<file path="src/rtl/pc_update_pkg.sv">
// Shared phase and sequencing constants for the PC commit path.
// Also used by the branch-decision register so both counters agree.
package pc_update_pkg;

    localparam int PHASE_W      = 4;
    localparam int PHASE_COUNT  = 10;
    localparam int SAMPLE_PHASE = 7;
    localparam int UPDATE_PHASE = 9;
    localparam int DECIDE_PHASE = 5;
    localparam int INSTR_BYTES  = 4;
    localparam int COUNT_W      = 8;

    typedef enum logic [1:0] {
        C_HOLD,
        C_FAULT,
        C_TAKEN,
        C_SEQ
    } commit_t;

    function automatic logic [PHASE_W-1:0] next_phase(
        input logic [PHASE_W-1:0] p
    );
        if (p == PHASE_W'(PHASE_COUNT - 1))
            return '0;
        return p + 1'b1;
    endfunction

endpackage

</file>
<file path="src/rtl/pc_update_if.sv">
// Bundle between the branch-decision register, pc_update and fetch.
// master drives the decision inputs; slave is the PC commit block.
interface pc_update_if
    import pc_update_pkg::*;
#(
    parameter int DATA_W = 32
);
    logic               branch_taken;
    logic [DATA_W-1:0]  offset;
    logic               halt;
    logic [DATA_W-1:0]  pc;
    logic [PHASE_W-1:0] phase;
    logic               fetch_strobe;
    logic [COUNT_W-1:0] taken_count;
    logic               misaligned;

    modport master (
        output branch_taken,
        output offset,
        output halt,
        input  pc,
        input  phase,
        input  fetch_strobe,
        input  taken_count,
        input  misaligned
    );

    modport slave (
        input  branch_taken,
        input  offset,
        input  halt,
        output pc,
        output phase,
        output fetch_strobe,
        output taken_count,
        output misaligned
    );
endinterface

</file>
<file path="src/rtl/pc_update_phase_counter.sv">
// Free-running mod-PHASE_COUNT counter with sample/update strobes.
// Never stalls; only reset brings it back to phase 0.
module phase_counter
    import pc_update_pkg::*;
(
    input  logic               clock,
    input  logic               reset,
    output logic [PHASE_W-1:0] phase,
    output logic               sample_hit,
    output logic               update_hit
);

    logic [PHASE_W-1:0] phase_q;

    always_ff @(posedge clock or posedge reset) begin
        if (reset)
            phase_q <= '0;
        else
            phase_q <= next_phase(phase_q);
    end

    assign phase      = phase_q;
    assign sample_hit = (phase_q == PHASE_W'(SAMPLE_PHASE));
    assign update_hit = (phase_q == PHASE_W'(UPDATE_PHASE));

endmodule

</file>
<file path="src/rtl/pc_update.sv">
// Samples the branch decision once per instruction and commits the
// next PC, with halt, sticky misalignment trap and fetch strobe.
module pc_update
    import pc_update_pkg::*;
#(
    parameter int                DATA_W   = 32,
    parameter logic [DATA_W-1:0] RESET_PC = '0
)(
    input  logic        clock,
    input  logic        reset,
    pc_update_if.slave  bus
);

    localparam logic [DATA_W-1:0] STEP  = DATA_W'(INSTR_BYTES);
    localparam logic [DATA_W-1:0] ALIGN = DATA_W'(INSTR_BYTES - 1);

    logic [PHASE_W-1:0] phase;
    logic               sample_hit;
    logic               update_hit;

    logic [DATA_W-1:0]  pc_q;
    logic [DATA_W-1:0]  target_q;
    logic               taken_q;
    logic               strobe_q;
    logic               mis_q;
    logic [COUNT_W-1:0] count_q;

    commit_t            commit;
    logic               target_bad;
    logic               advance;

    phase_counter u_phase (
        .clock      (clock),
        .reset      (reset),
        .phase      (phase),
        .sample_hit (sample_hit),
        .update_hit (update_hit)
    );

    assign target_bad = |(target_q & ALIGN);

    // Priority: halt, then the sticky trap, then the new fault check.
    always_comb begin
        commit = C_SEQ;
        if (bus.halt)
            commit = C_HOLD;
        else if (mis_q)
            commit = C_HOLD;
        else if (taken_q && target_bad)
            commit = C_FAULT;
        else if (taken_q)
            commit = C_TAKEN;
    end

    assign advance = update_hit &&
                     (commit == C_TAKEN || commit == C_SEQ);

    always_ff @(posedge clock or posedge reset) begin
        if (reset) begin
            pc_q     <= RESET_PC;
            target_q <= '0;
            taken_q  <= 1'b0;
            strobe_q <= 1'b0;
            mis_q    <= 1'b0;
            count_q  <= '0;
        end else begin
            strobe_q <= advance;
            if (sample_hit) begin
                taken_q  <= bus.branch_taken;
                target_q <= pc_q + bus.offset;
            end
            if (update_hit) begin
                unique case (commit)
                    C_HOLD: ;
                    C_FAULT: mis_q <= 1'b1;
                    C_TAKEN: begin
                        pc_q    <= target_q;
                        count_q <= count_q + 1'b1;
                    end
                    C_SEQ: pc_q <= pc_q + STEP;
                    default: ;
                endcase
            end
        end
    end

    assign bus.pc           = pc_q;
    assign bus.phase        = phase;
    assign bus.fetch_strobe = strobe_q;
    assign bus.taken_count  = count_q;
    assign bus.misaligned   = mis_q;

endmodule

</file>
<file path="src/flat_wrapper.sv">
// flat-port wrapper written by rule: the top's interface ports become plain ports
module pc_update_flat import pc_update_pkg::*;
#(
    parameter int                DATA_W   = 32,
    parameter logic [DATA_W-1:0] RESET_PC = '0
)
  (clock, reset, bus_branch_taken, bus_offset, bus_halt, bus_pc, bus_phase, bus_fetch_strobe, bus_taken_count, bus_misaligned);
  pc_update_if #(.DATA_W(DATA_W)) bus_i ();
  input  logic clock;
  input  logic reset;
  input wire logic [$bits(bus_i.branch_taken)-1:0] bus_branch_taken;
  input wire logic [$bits(bus_i.offset)-1:0] bus_offset;
  input wire logic [$bits(bus_i.halt)-1:0] bus_halt;
  output wire logic [$bits(bus_i.pc)-1:0] bus_pc;
  output wire logic [$bits(bus_i.phase)-1:0] bus_phase;
  output wire logic [$bits(bus_i.fetch_strobe)-1:0] bus_fetch_strobe;
  output wire logic [$bits(bus_i.taken_count)-1:0] bus_taken_count;
  output wire logic [$bits(bus_i.misaligned)-1:0] bus_misaligned;
  assign bus_i.branch_taken = bus_branch_taken;
  assign bus_i.offset = bus_offset;
  assign bus_i.halt = bus_halt;
  assign bus_pc = bus_i.pc;
  assign bus_phase = bus_i.phase;
  assign bus_fetch_strobe = bus_i.fetch_strobe;
  assign bus_taken_count = bus_i.taken_count;
  assign bus_misaligned = bus_i.misaligned;
  pc_update #(.DATA_W(DATA_W), .RESET_PC(RESET_PC)) u_core (.clock(clock), .reset(reset), .bus(bus_i));
endmodule
</file>
<file path="config.mk">
export PLATFORM = sky130hd
export DESIGN_NAME = pc_update_flat
export DESIGN_NICKNAME = d
export VERILOG_FILES = /design/src/rtl/pc_update_pkg.sv /design/src/rtl/pc_update_if.sv /design/src/rtl/pc_update_phase_counter.sv /design/src/rtl/pc_update.sv /design/src/flat_wrapper.sv
export SDC_FILE = /design/constraint.sdc
export NUM_CORES = 1
export LEC_CHECK = 0
export ABC_AREA = 1
export BUFFER_PORTS_ARGS = -buffer_cell sky130_fd_sc_hd__buf_2
export CORE_UTILIZATION = 45
export CTS_CLUSTER_DIAMETER = 50
export DETAILED_ROUTE_END_ITERATION = 7
export GPL_ROUTABILITY_DRIVEN = 0
export GPL_TIMING_DRIVEN = 0
export PLACE_DENSITY = 0.73
export SYNTH_ARGS = -nofsm -noshare
export SYNTH_HDL_FRONTEND = slang
export SYNTH_SLANG_ARGS = --single-unit
</file>
<file path="constraint.sdc">
create_clock -name clock -period 3.2 [get_ports clock]
set_input_delay 0.64 -clock clock [delete_from_list [all_inputs] [get_ports clock]]
set_output_delay 0.64 -clock clock [all_outputs]
set_load 0.02 [all_outputs]
</file>
; Word-level counts from Yosys, hierarchy flattened
; Index checks and enable logic that the tools add are counted.
[classes]
n_addsub = 4
n_eq_ne = 5
mux = 8
n_reduce_logical = 8
[op_table]
columns = cell, count
row1 = $pmux 32 s2, 1
row2 = $add 32x3->32 const B, 1
row3 = $add 32x32->32, 1
row4 = $add 8x1->8 const B, 1
row5 = $mux 4, 2
row6 = $mux 2, 3
row7 = $reduce_and 2->1, 3
row8 = $add 4x1->4 const B, 1
row9 = $eq 2x2->1 const B, 2
row10 = $eq 4x3->1 const B, 1
row11 = $eq 4x4->1 const B, 1
row12 = $eq 2x1->1 const B, 1
row13 = $logic_and 1x1->1, 2
row14 = $mux 1, 2
row15 = $reduce_bool 2->1, 1
row16 = $reduce_or 2->1, 1
row17 = $logic_or 1x1->1, 1
[totals]
register_bits = 79
in_bits = 36
output_inout_bits = 46
wordCells = 32

; Longest topological paths before layout
; Gate-level depths: netlist of run 1.
[logic_depth]
word_depth = 8
ltp_mapped = 13
depth_no_buf = 12

; Modules after synthesis
; A second synthesis of run 1 with hierarchy kept.
[hier_totals]
hier_cells = 1017
hier_area_um2 = 6493.7
[by_module_without_submodules]
columns = mod, n_inst, cells_per_inst, area_each_um2
row1 = pc_update, 1, 995, 6304.8
row2 = phase_counter, 1, 22, 188.9

; Least setup slack after synthesis of run 1
; Ideal clock, no wire load.
[synth_timing]
kind = input -> register
from = input bus_offset[0]
to = register u_core.target_q[20]
t_arrival_ps = 1986
setup_slack_ps = 1088
stages = 10
n_path_buf = 0
cell_sequence = ha_1 > fa_1 > nand3_1 > nand3_1 > nand3_1 > nand3_1 > nand2_1 > nand3_1 > nand3_1 > o21ai_0
[synth_between]
elab_chain_len = 1
[synth_rtl]
columns = element, line_no
row1 = start: declaration, flat_wrapper.sv:12  ; input wire logic [$bits(bus_i.offset)-1:0] bus_offset;
row2 = $add 32x32->32, pc_update.sv:70  ; target_q <= pc_q + bus.offset;
row3 = end signal: assignment, pc_update.sv:70
row4 = end: declaration, pc_update.sv:22  ; logic [DATA_W-1:0] target_q;
; No other way between the ends.
; A chain may end at the register's enable or synchronous reset.

; Worst setup path in the final report of run 1
[layout_timing]
from = register u_core.pc_q[10], in the netlist u_core.bus.pc[10]
to = register u_core.target_q[29]
[layout_between]
elab_chain_len = 1
[layout_rtl]
columns = element, line_no
row1 = start: declaration, pc_update.sv:21  ; logic [DATA_W-1:0] pc_q;
row2 = start signal: assignment, pc_update.sv:77  ; pc_q <= target_q;
row3 = start signal: assignment, pc_update.sv:80  ; C_SEQ: pc_q <= pc_q + STEP;
row4 = $add 32x32->32, pc_update.sv:70
; No other way between the ends.

==> flow_metrics.env, run 1 <==
export IMPL_outcome="finished clean"
export IMPL_nFillCells=1445
export IMPL_antenna_found_initial=0
export IMPL_worst_ir_drop_vdd_mv=0.285
export IMPL_syn_nets=1132
export IMPL_crit_chain="ha_1 > nand2_1 > nor2_1 > and2_1 > nand2_1 > nand2_1 > nand2_1 > nand2_1 > nand2_1 > nand3_1 > nand2_1"
export IMPL_post_drt_wl_per_cell_um=14.6
export IMPL_met1_usage=0.395
export IMPL_gr_usage_all_layers=0.274
export IMPL_p_switching_uw=2460
export IMPL_holdBufCountCts=0
export IMPL_yosysSeqAreaShare=0.299
export IMPL_p_int_uw=2790
export IMPL_switching_share=0.469
export IMPL_maxSlewViolCount=0
export IMPL_yosysMostFrequentCell="nand2_1"
export IMPL_path_clk_slew_ns=0.06
export IMPL_required_ns=3.43
export IMPL_synth_warnings=0
export IMPL_design_area_sq_um=7560
export IMPL_max_stage_delay_ns=0.50
export IMPL_crit_arrival_ns=2.47
export IMPL_comb_power_share=0.475
export IMPL_yosysUniqueCellTypes=45
export IMPL_dpl_cell_count=1324
export IMPL_use_met3=0.0286
export IMPL_wl_mm=19.6
export IMPL_ff2ff_path_depth=11
export IMPL_fmax_mhz=446
export IMPL_drt_iter0_drc=490
export IMPL_initial_core_util=0.469
export IMPL_viasPerCell=5.17
export IMPL_p_leak_uw=0.00427
export IMPL_ys_ff_latch=79
export IMPL_worst_setup_path_start_kind="flip-flop"
export IMPL_synth_top_cell_area_share=0.299
export IMPL_cts_setup_buffers=0
export IMPL_rsz0062_at_grt="false"
export IMPL_num_rows=43
export IMPL_grt_max_degree=68
export IMPL_synthTopCellsByArea="dfrtp_1 30%, nand2_1 22%, inv_1 9.6%"
export IMPL_period_needed_ns=2.24
export IMPL_ys_flop_type="dfrtp_1"
export IMPL_fin_crit_sh=0.700
export IMPL_synth_cells=1062
export IMPL_synth_edff_count=0
export IMPL_cts_tree="built"
export IMPL_overflow=0
export IMPL_cts_buffers=9
export IMPL_core_sq_um=14100
export IMPL_path_common_cell="nand2_1"
export IMPL_drive_gt1_frac=0.127
export IMPL_slew_headroom=0.530
export IMPL_power_frac_seq=0.331
export IMPL_clock_sinks=79
export IMPL_synth_common_cells="385 x nand2_1, 169 x inv_1, 93 x nor2_1"
export IMPL_dp_hpwl_mm=15.6
export IMPL_vias=6930
export IMPL_pre_cts_slack_ns=0.713
export IMPL_power_density_nw_per_um2=694
export IMPL_grt_pass1_wl_mm=31.4
export IMPL_fp_dieArea_sq_um=15200
export IMPL_cts_root_buffer="clkbuf_16"
export IMPL_syn_avg_cell_area_sq_um=6.22
export IMPL_layout_setup_ws_ns=0.960
export IMPL_dieHeight_um=123
export IMPL_fin_skew_ns=0.00870
export IMPL_diodes=0
export IMPL_route_detailed_drc=0
export IMPL_hold_viol=0
export IMPL_placed_cell_area_sq_um=7270
export IMPL_synth_async_reset_ratio=1.00
export IMPL_worst_slew_pin_slew_ns=0.699
export IMPL_antenna_left=0
export IMPL_reg2reg_to="u_core.target_q[29]$_DFFE_PP0N_"
export IMPL_grt_pass1_vias=6209
export IMPL_post_cts_resized=0
export IMPL_setup_viol_count_final=0
export IMPL_cts_max_path_buffers=2
export IMPL_crit_type="reg -> reg"
export IMPL_setup_tns_ns=0
export IMPL_clock_latency_ns=0.34
export IMPL_maxCapViolCount=0
export IMPL_dr_pass1_iters=5
export IMPL_gr_max_usage_layer="met2"
export IMPL_die_w_um=123
export IMPL_timing_hold_ws_ns=0.211
export IMPL_path_max_fanout=6
export IMPL_crit_slowest_cell="dfrtp_1"
export IMPL_port_buffers=81
export IMPL_syn2layout_area_growth_pct=14.4
export IMPL_yosys_area_top_type="dfrtp_1"
export IMPL_r2r_start="u_core.bus.pc[10]$_DFFE_PP0P_"
export IMPL_netlist_area_sq_um=6610
export IMPL_final_cells=1340
export IMPL_ios=82
export IMPL_clockPowerShare=0.194
export IMPL_end_kind="flip-flop"
export IMPL_h_tree_depth=3
export IMPL_hold_path_class="in -> async"
export IMPL_fin_nets=1225
export IMPL_met2_usage=0.419
export IMPL_r2r_slack_ns=0.96
[worst max path at each step]
| stage | slack (ns) | endpoint | startpoint | cells after the start |
|---|---|---|---|---|
| floorplan | 0.54 | u_core.bus.fetch_strobe$_DFF_PP0_ | reset | 1 |
| global placement | -0.49 | u_core.taken_q$_DFFE_PP0N_ | reset | 2 |
| detailed placement | 0.71 | u_core.target_q[28]$_DFFE_PP0N_ | bus_offset[0] | 11 |
| CTS | 1.01 | u_core.target_q[29]$_DFFE_PP0N_ | u_core.bus.pc[10]$_DFFE_PP0P_ | 11 |
| global route | 0.80 | u_core.target_q[24]$_DFFE_PP0N_ | u_core.bus.pc[0]$_DFFE_PP0P_ | 11 |
| finish | 0.96 | u_core.target_q[29]$_DFFE_PP0N_ | u_core.bus.pc[10]$_DFFE_PP0P_ | 11 |
[placed cells by master, fill, tap and decap left out, types with 10 or more instances in the layout]
cell / instances
nand4_1: 10
dfrtp_1: 79
nand3_1: 83
o21ai_1: 24
nand2_1: 385
ha_1: 33
o21ai_0: 21
nor2_1: 93
inv_2: 10
inv_1: 168
buf_2: 92
a21oi_1: 46
[power groups by stage]
stage                     logic, uW  registers [uW]  clock network [uW]
after floorplan                1730            1700                   0
after global placement         2410            1730                   0
after detailed placement       2450            1730                   0
after CTS                      2470            1710                1020
after global routing           2840            1760                1070
final                          2500            1740                1020
[state kept, by name, indices dropped and copies added, names as in the netlist]
name                     count
u_core.bus.pc               32
u_core.target_q             32
u_core.bus.taken_count       8
u_core.u_phase.phase         4
u_core.bus.fetch_strobe      1
u_core.bus.misaligned        1
u_core.taken_q               1
[through the flow]
step	total power, uW	util
detailed placement	4180	0.516
finish	5250	0.536
global route	5660	0.536
floorplan	3430	-
global placement	4140	0.513
CTS	5200	0.536
[layout make-up]
class,instances,area [sq um],area share
buffer,19,85.1,0.0113
clock buffer,11,233,0.0308
clock inverter,5,58.8,0.00778
inverter,179,674,0.0892
multi-input combinational,785,3870,0.512
sequential,79,1980,0.262
tap,180,225,0.0298
timing repair buffer,82,433,0.0573
[cells by family (layout without fill, tap and decap cells)]
kind of cell	Yosys count	in the layout	synth area share
xor+xnor	14	14	0.0186
flops	79	79	0.299
mux	1	1	0.00170
buf+inv	198	296	0.115
simple gates	620	620	0.405
compound gates	116	116	0.0955
fa+ha+maj	34	34	0.0655
[routing by layer]
metal / up-vias / wire [um]
met5: - / 0
met1: 3109 / 9260
met3: 39 / 1410
met2: 255 / 8430
li1: 3527 / -
met4: 0 / 504
[critical path: cells and delay by family (launching register included)]
kind | cells | cell delay, ns
adders and majority gates | 1 | 0.44
and+or+nand+nor | 10 | 1.20
DFF | 1 | 0.50
(Power assumes the default switching activity.)
==> inputs of run 2 (changes only) <==
ABC_AREA = 0   (was 1)
PLACE_DENSITY = 0.75   (was 0.73)
clock period = 2.3 ns   (was 3.2 ns; I/O delays follow)
==> run 2 against run 1 <==
The run now ends with setup timing left. Via count decreased by 22%. Area after synthesis decreased by 20%. Count of clock-buffer cells in the layout decreased by 2. Largest cell class unchanged. Highest routed layer unchanged.
==> flow_metrics.env, run 2 <==
export IMPL_outcome="finished, violations left"
export IMPL_violations="setup timing"
export IMPL_yosysMostFrequentCell="nand2_1"
export IMPL_maxCapViolCount=0
export IMPL_syn_avg_cell_area_sq_um=8.39
export IMPL_gr_usage_all_layers=0.260
export IMPL_core_sq_um=11500
export IMPL_hold_path_class="in -> async"
export IMPL_drive_gt1_frac=0.290
export IMPL_period_needed_ns=2.73
export IMPL_cts_tree="built"
export IMPL_h_tree_depth=3
export IMPL_power_density_nw_per_um2=987
export IMPL_hold_viol=0
export IMPL_p_int_uw=4090
export IMPL_initial_core_util=0.462
export IMPL_synthTopCellsByArea="dfrtp_1 37%, a21oi_1 7.8%, ha_1 7.8%"
export IMPL_fin_nets=823
export IMPL_crit_type="reg -> reg"
export IMPL_grt_max_degree=37
export IMPL_r2r_slack_ns=-0.43
export IMPL_rsz0062_at_grt="true"
export IMPL_syn2layout_area_growth_pct=31.3
export IMPL_synth_cells=631
export IMPL_nFillCells=953
export IMPL_holdBufCountCts=0
export IMPL_syn_nets=701
export IMPL_layout_setup_ws_ns=-0.435
export IMPL_worst_slew_pin_slew_ns=0.596
export IMPL_grt_pass1_vias=5315
export IMPL_viasPerCell=6.03
export IMPL_slew_headroom=0.603
export IMPL_p_leak_uw=0.00309
export IMPL_regArea_sq_um=2000
export IMPL_design_area_sq_um=6950
export IMPL_ff2ff_path_depth=11
export IMPL_met1_usage=0.342
export IMPL_antenna_left=0
export IMPL_use_met3=0.0412
export IMPL_ys_ff_latch=79
export IMPL_final_cell_mix="86 x nand2_1, 84 x buf_2, 79 x a21oi_1"
export IMPL_gr_max_usage_layer="met2"
export IMPL_crit_slowest_cell="dfrtp_2"
export IMPL_synth_warnings=0
export IMPL_power_frac_seq=0.324
export IMPL_antenna_found_initial=0
export IMPL_required_ns=2.51
export IMPL_reg2reg_to="u_core.target_q[30]$_DFFE_PP0N_"
export IMPL_overflow=0
export IMPL_synth_top_family_by_area="compound AO/OA/AOI/OAI gates"
export IMPL_clock_latency_ns=0.35
export IMPL_placed_cell_area_sq_um=6000
export IMPL_ys_flop_type="dfrtp_1"
export IMPL_clock_sinks=79
export IMPL_setup_tns_ns=-3.72
export IMPL_multiInputGateArea_sq_um=3640
export IMPL_synthXorXnorAreaFrac=0.0595
export IMPL_max_stage_delay_ns=0.42
export IMPL_path_clk_slew_ns=0.07
export IMPL_cts_root_buffer="clkbuf_16"
export IMPL_crit_cells=11
export IMPL_drt_iter0_drc=528
export IMPL_cp_top_family="compound AO/OA/AOI/OAI gates"
export IMPL_worst_setup_path_start_kind="flip-flop"
export IMPL_wl_mm=16.1
export IMPL_cts_max_path_buffers=2
export IMPL_synth_edff_count=0
export IMPL_fmax_mhz=366
export IMPL_grt_pass1_wl_mm=25.7
export IMPL_synth_adder_area_share=0.0817
export IMPL_worst_ir_drop_vdd_mv=0.480
export IMPL_port_buffers=81
export IMPL_cts_buffers=9
export IMPL_fin_skew_ns=0.00601
export IMPL_dr_pass1_iters=5
export IMPL_vias=5434
export IMPL_maxSlewViolCount=0
export IMPL_die_w_um=110
export IMPL_layout_commonest_cell="nand2_1"
export IMPL_fp_dieArea_sq_um=12200
export IMPL_yosysUniqueCellTypes=54
export IMPL_netlist_area_sq_um=5300
export IMPL_clockPowerShare=0.235
export IMPL_yosysSeqAreaShare=0.373
export IMPL_synth_compound_area_frac=0.249
export IMPL_synth_top_cell_area_share=0.373
export IMPL_num_rows=39
export IMPL_diodes=0
export IMPL_synth_common_cells="88 x nand2_1, 83 x a21oi_1, 79 x dfrtp_1"
export IMPL_met2_usage=0.430
export IMPL_dp_hpwl_mm=11.1
export IMPL_post_drt_wl_per_cell_um=17.9
export IMPL_r2r_start="u_core.bus.pc[0]$_DFFE_PP0P_"
export IMPL_crit_buf_inv=1
export IMPL_ios=82
export IMPL_synth_async_reset_ratio=1.00
export IMPL_crit_arrival_ns=2.95
export IMPL_end_kind="flip-flop"
export IMPL_path_max_fanout=3
export IMPL_crit_chain="ha_4 > fa_2 > a21o_1 > a221oi_4 > o31ai_2 > and3_4 > o31ai_4 > buf_4 > o21ai_4 > xnor2_2 > o21ai_1"
export IMPL_muxShareOfSynthArea=0.00827
export IMPL_comb_power_share=0.441
export IMPL_dieHeight_um=110
export IMPL_fin_crit_sh=1.19
export IMPL_yosys_area_top_type="dfrtp_1"
export IMPL_p_switching_uw=2770
export IMPL_setup_viol_count_final=13
export IMPL_route_detailed_drc=0
export IMPL_switching_share=0.403
export IMPL_synthSimpleGateAreaFrac=0.201
## run 2: cell types whose count changed after synthesis, sizes merged, moves of 26 or more
cell | before | now
a21oi | 47 | 83
nand3 | 85 | 24
o21ai | 45 | 71
nand2 | 390 | 88
inv | 179 | 12
nor2 | 104 | 49
## run 2: worst register-to-register path, stage by stage, from the launching register on
cell	delay [ns]
dfrtp_2	0.42
ha_4	0.17
fa_2	0.33
a21o_1	0.20
a221oi_4	0.34
o31ai_2	0.12
and3_4	0.22
o31ai_4	0.30
buf_4	0.19
o21ai_4	0.06
xnor2_2	0.17
o21ai_1	0.08
## run 2: logic make-up (layout without fill, tap and decap cells)
logic type	after synthesis	in the layout
adders and majority gates	34	34
xor gates and xnor gates	36	36
AOI/OAI and AO/OA	223	223
buffers and inverters	36	163
DFF	79	79
and+or+nand+nor	219	219
muxes	4	4
## run 2: layout make-up
cell class / count / share of cell area
buffer: 22 / 0.0128
timing repair buffer: 113 / 0.0975
sequential: 79 / 0.287
clock inverter: 7 / 0.0148
clock buffer: 9 / 0.0324
tap: 143 / 0.0257
inverter: 12 / 0.00702
multi-input combinational: 516 / 0.523
## run 2: how the worst max path moves through the flow
stage | startpoint | end | slack, ns
floorplan | u_core.bus.pc[0]$_DFFE_PP0P_ | u_core.target_q[30]$_DFFE_PP0N_ | -0.21
detailed placement | bus_offset[1] | u_core.target_q[29]$_DFFE_PP0N_ | -0.83
CTS | u_core.bus.pc[0]$_DFFE_PP0P_ | u_core.target_q[30]$_DFFE_PP0N_ | -0.45
finish | u_core.bus.pc[0]$_DFFE_PP0P_ | u_core.target_q[30]$_DFFE_PP0N_ | -0.43
global route | u_core.bus.pc[0]$_DFFE_PP0P_ | u_core.target_q[30]$_DFFE_PP0N_ | -0.51
global placement | bus_offset[1] | u_core.target_q[29]$_DFFE_PP0N_ | -0.77
## run 2: routing by layer
metal,wire (um),share of wire,vias up
met5,0,0,-
met4,424,0.026,0
met3,947,0.059,42
met2,7820,0.49,227
met1,6900,0.43,2629
li1,-,-,2536
## run 2: stage by stage
| step | power (uW) | cells | hold slack [ns] | utilization | worst slack (ns) |
|---|---|---|---|---|---|
| after floorplan | 3940 | 631 | 0.443 | - | -0.211 |
| after global placement | 4540 | 855 | 0.458 | 0.519 | -0.771 |
| after detailed placement | 4640 | 857 | 0.465 | 0.523 | -0.834 |
| after CTS | 6480 | 889 | 0.134 | 0.577 | -0.449 |
| after global routing | 7230 | 901 | 0.149 | 0.606 | -0.513 |
| final | 6860 | 901 | 0.115 | 0.606 | -0.435 |
## run 2: power groups by stage
stage                     Combinational, uW  Clock, uW  Sequential (uW)
after floorplan                        1690          0             2250
after global placement                 2330          0             2210
after detailed placement               2420          0             2220
after CTS                              2690       1590             2200
after global routing                   3310       1660             2270
final                                  3030       1610             2220
## run 2: repair_timing
action	4_1_cts	5_1_grt
buffers inserted	16	15
endpoints found under the setup margin	49	47
pin swaps	12	15
gates resized for setup	36	52
==> inputs of run 3 (changes only) <==
CORE_UTILIZATION = 32   (was 45)
PLACE_DENSITY = 0.59   (was 0.75)
==> run 3 against run 2 <==
The run still ends with setup timing left. Critical path depth did not move. Power fell by 0.31%. Via count fell by 4.5%. Critical path type unchanged. Worst setup slack improved by 0.052 ns. Sequential share of layout area fell by 0.62 points. Cell count rose by 8.9%. Clock skew rose by 0.0042 ns. Worst hold slack got worse by 0.072 ns. Die area rose by 40%. Non-clock buffer count rose by 7. Highest routed layer unchanged.
==> flow_metrics.env, run 3 (same netlist as run 2, synthesis figures left out) <==
export IMPL_maxCapViolCount=0
export IMPL_wl_mm=16.5
export IMPL_crit_arrival_ns=2.88
export IMPL_initial_core_util=0.331
export IMPL_nFillCells=1614
export IMPL_fin_crit_sh=1.17
export IMPL_h_tree_depth=3
export IMPL_die_w_um=131
export IMPL_path_max_fanout=6
export IMPL_dr_pass1_iters=4
export IMPL_layout_setup_ws_ns=-0.383
export IMPL_grt_pass1_wl_mm=26.0
export IMPL_violations="setup timing"
export IMPL_ios=82
export IMPL_crit_start="u_core.bus.pc[5]$_DFFE_PP0P_"
export IMPL_final_cell_mix="86 x nand2_1, 85 x buf_2, 77 x a21oi_1"
export IMPL_fmax_mhz=373
export IMPL_fp_dieArea_sq_um=17100
export IMPL_power_frac_seq=0.324
export IMPL_cts_max_path_buffers=2
export IMPL_crit_type="reg -> reg"
export IMPL_core_sq_um=16000
export IMPL_path_clk_slew_ns=0.07
export IMPL_layout_commonest_cell="nand2_1"
export IMPL_viasPerCell=5.29
export IMPL_antenna_left=0
export IMPL_vias=5187
export IMPL_drt_iter0_drc=323
export IMPL_clock_sinks=79
export IMPL_cts_root_buffer="clkbuf_16"
export IMPL_comb_power_share=0.443
export IMPL_setup_tns_ns=-3.34
export IMPL_fin_skew_ns=0.0102
export IMPL_antenna_found_initial=0
export IMPL_pre_cts_slack_ns=-0.809
export IMPL_max_stage_delay_ns=0.48
export IMPL_drive_gt1_frac=0.297
export IMPL_p_int_uw=4130
export IMPL_diodes=0
export IMPL_post_drt_wl_per_cell_um=16.8
export IMPL_cts_buffers=9
export IMPL_worst_slew_pin_slew_ns=0.627
export IMPL_period_needed_ns=2.68
export IMPL_maxSlewViolCount=0
export IMPL_worst_setup_path_start_kind="flip-flop"
export IMPL_setup_viol_count_final=14
export IMPL_holdBufCountCts=0
export IMPL_hold_path_class="in -> async"
export IMPL_clock_latency_ns=0.33
export IMPL_dp_hpwl_mm=11.8
export IMPL_r2r_start="u_core.bus.pc[5]$_DFFE_PP0P_"
export IMPL_switching_share=0.396
export IMPL_overflow=0
export IMPL_outcome="finished, violations left"
export IMPL_end_kind="flip-flop"
export IMPL_power_density_nw_per_um2=963
export IMPL_timing_hold_ws_ns=0.0436
export IMPL_dieHeight_um=131
export IMPL_finish_utilization=0.444
export IMPL_p_leak_uw=0.00312
export IMPL_grt_max_degree=40
export IMPL_syn2layout_area_growth_pct=34.1
export IMPL_clockPowerShare=0.233
export IMPL_worst_ir_drop_vdd_mv=0.392
export IMPL_crit_slowest_cell="dfrtp_2"
export IMPL_gr_usage_all_layers=0.198
export IMPL_port_buffers=81
export IMPL_route_detailed_drc=0
export IMPL_cts_tree="built"
export IMPL_num_rows=46
export IMPL_hold_viol=0
export IMPL_power_total_uw=6840
export IMPL_path_common_cell="o31ai_4"
export IMPL_fin_nets=830
export IMPL_p_switching_uw=2710
export IMPL_grt_pass1_vias=4981
export IMPL_required_ns=2.50
export IMPL_crit_chain="ha_4 > and3_1 > a221oi_4 > buf_4 > o31ai_4 > and3_4 > o31ai_4 > buf_6 > o31ai_2 > xnor2_1 > o21ai_1"
export IMPL_slew_headroom=0.582
export IMPL_rsz0062_at_grt="true"
==> run 3: worst paths after layout <==
path | slack (ns) | cells past startpoint | endpoint
max | -0.38 | 11 | u_core.target_q[28]$_DFFE_PP0N_
min | 0.04 | 2 | u_core.bus.pc[26]$_DFFE_PP0P_
min reg2reg | 0.47 | 1 | u_core.bus.taken_count[7]$_DFFE_PP0P_
max reg2reg | -0.38 | 11 | u_core.target_q[28]$_DFFE_PP0N_
min in group clock | 0.36 | 2 | u_core.taken_q$_DFFE_PP0N_
max in group asynchronous | 1.80 | 3 | u_core.bus.pc[20]$_DFFE_PP0P_
==> run 3: timing repair <==
action                                 CTS  global route
pin swaps                               15            21
buffers inserted                        19            18
endpoints found under the hold margin    0             0
setup endpoints to repair               45            46
gates resized for setup                 51            43
==> run 3: critical path, delay by kind of cell (launching register included) <==
| kind | cells | cell delay [ns] |
|---|---|---|
| compound gates | 5 | 0.76 |
| simple gates | 2 | 0.49 |
| flops | 1 | 0.48 |
| fa+ha+maj | 1 | 0.33 |
| buf+inv | 2 | 0.30 |
| xor+xnor | 1 | 0.17 |
==> run 3: layout make-up <==
cell class,instances,area (sq um),area share
multi-input cells,516,3630,0.512
well taps,216,270,0.0380
clock inverters,6,92.6,0.0130
plain buffers,24,97.6,0.0137
clock buffers,10,239,0.0336
flip-flops and latches,79,1990,0.281
repair buffers,118,727,0.102
inverters,12,48.8,0.00687
==> run 3: per-layer routing <==
layer / global-route usage / routed length, um
met1: 0.270 / 7660
met2: 0.335 / 7910
met3: 0.0265 / 793
met4: 0.0379 / 96
met5: 0 / 0
==> run 3: per-stage QoR <==
stage	area [sq um]	cells
floorplan	5370	631
global placement	6050	928
detailed placement	6090	930
CTS	6830	965
global route	7100	981
finish	7100	981
==> run 3: power by group through the flow <==
stage / registers, uW / logic, uW / clock network (uW)
2_1_floorplan: 2250 / 1690 / 0
3_3_place_gp: 2240 / 2380 / 0
3_5_place_dp: 2240 / 2430 / 0
4_1_cts: 2210 / 2790 / 1610
5_1_grt: 2270 / 3360 / 1680
6_report: 2220 / 3030 / 1590
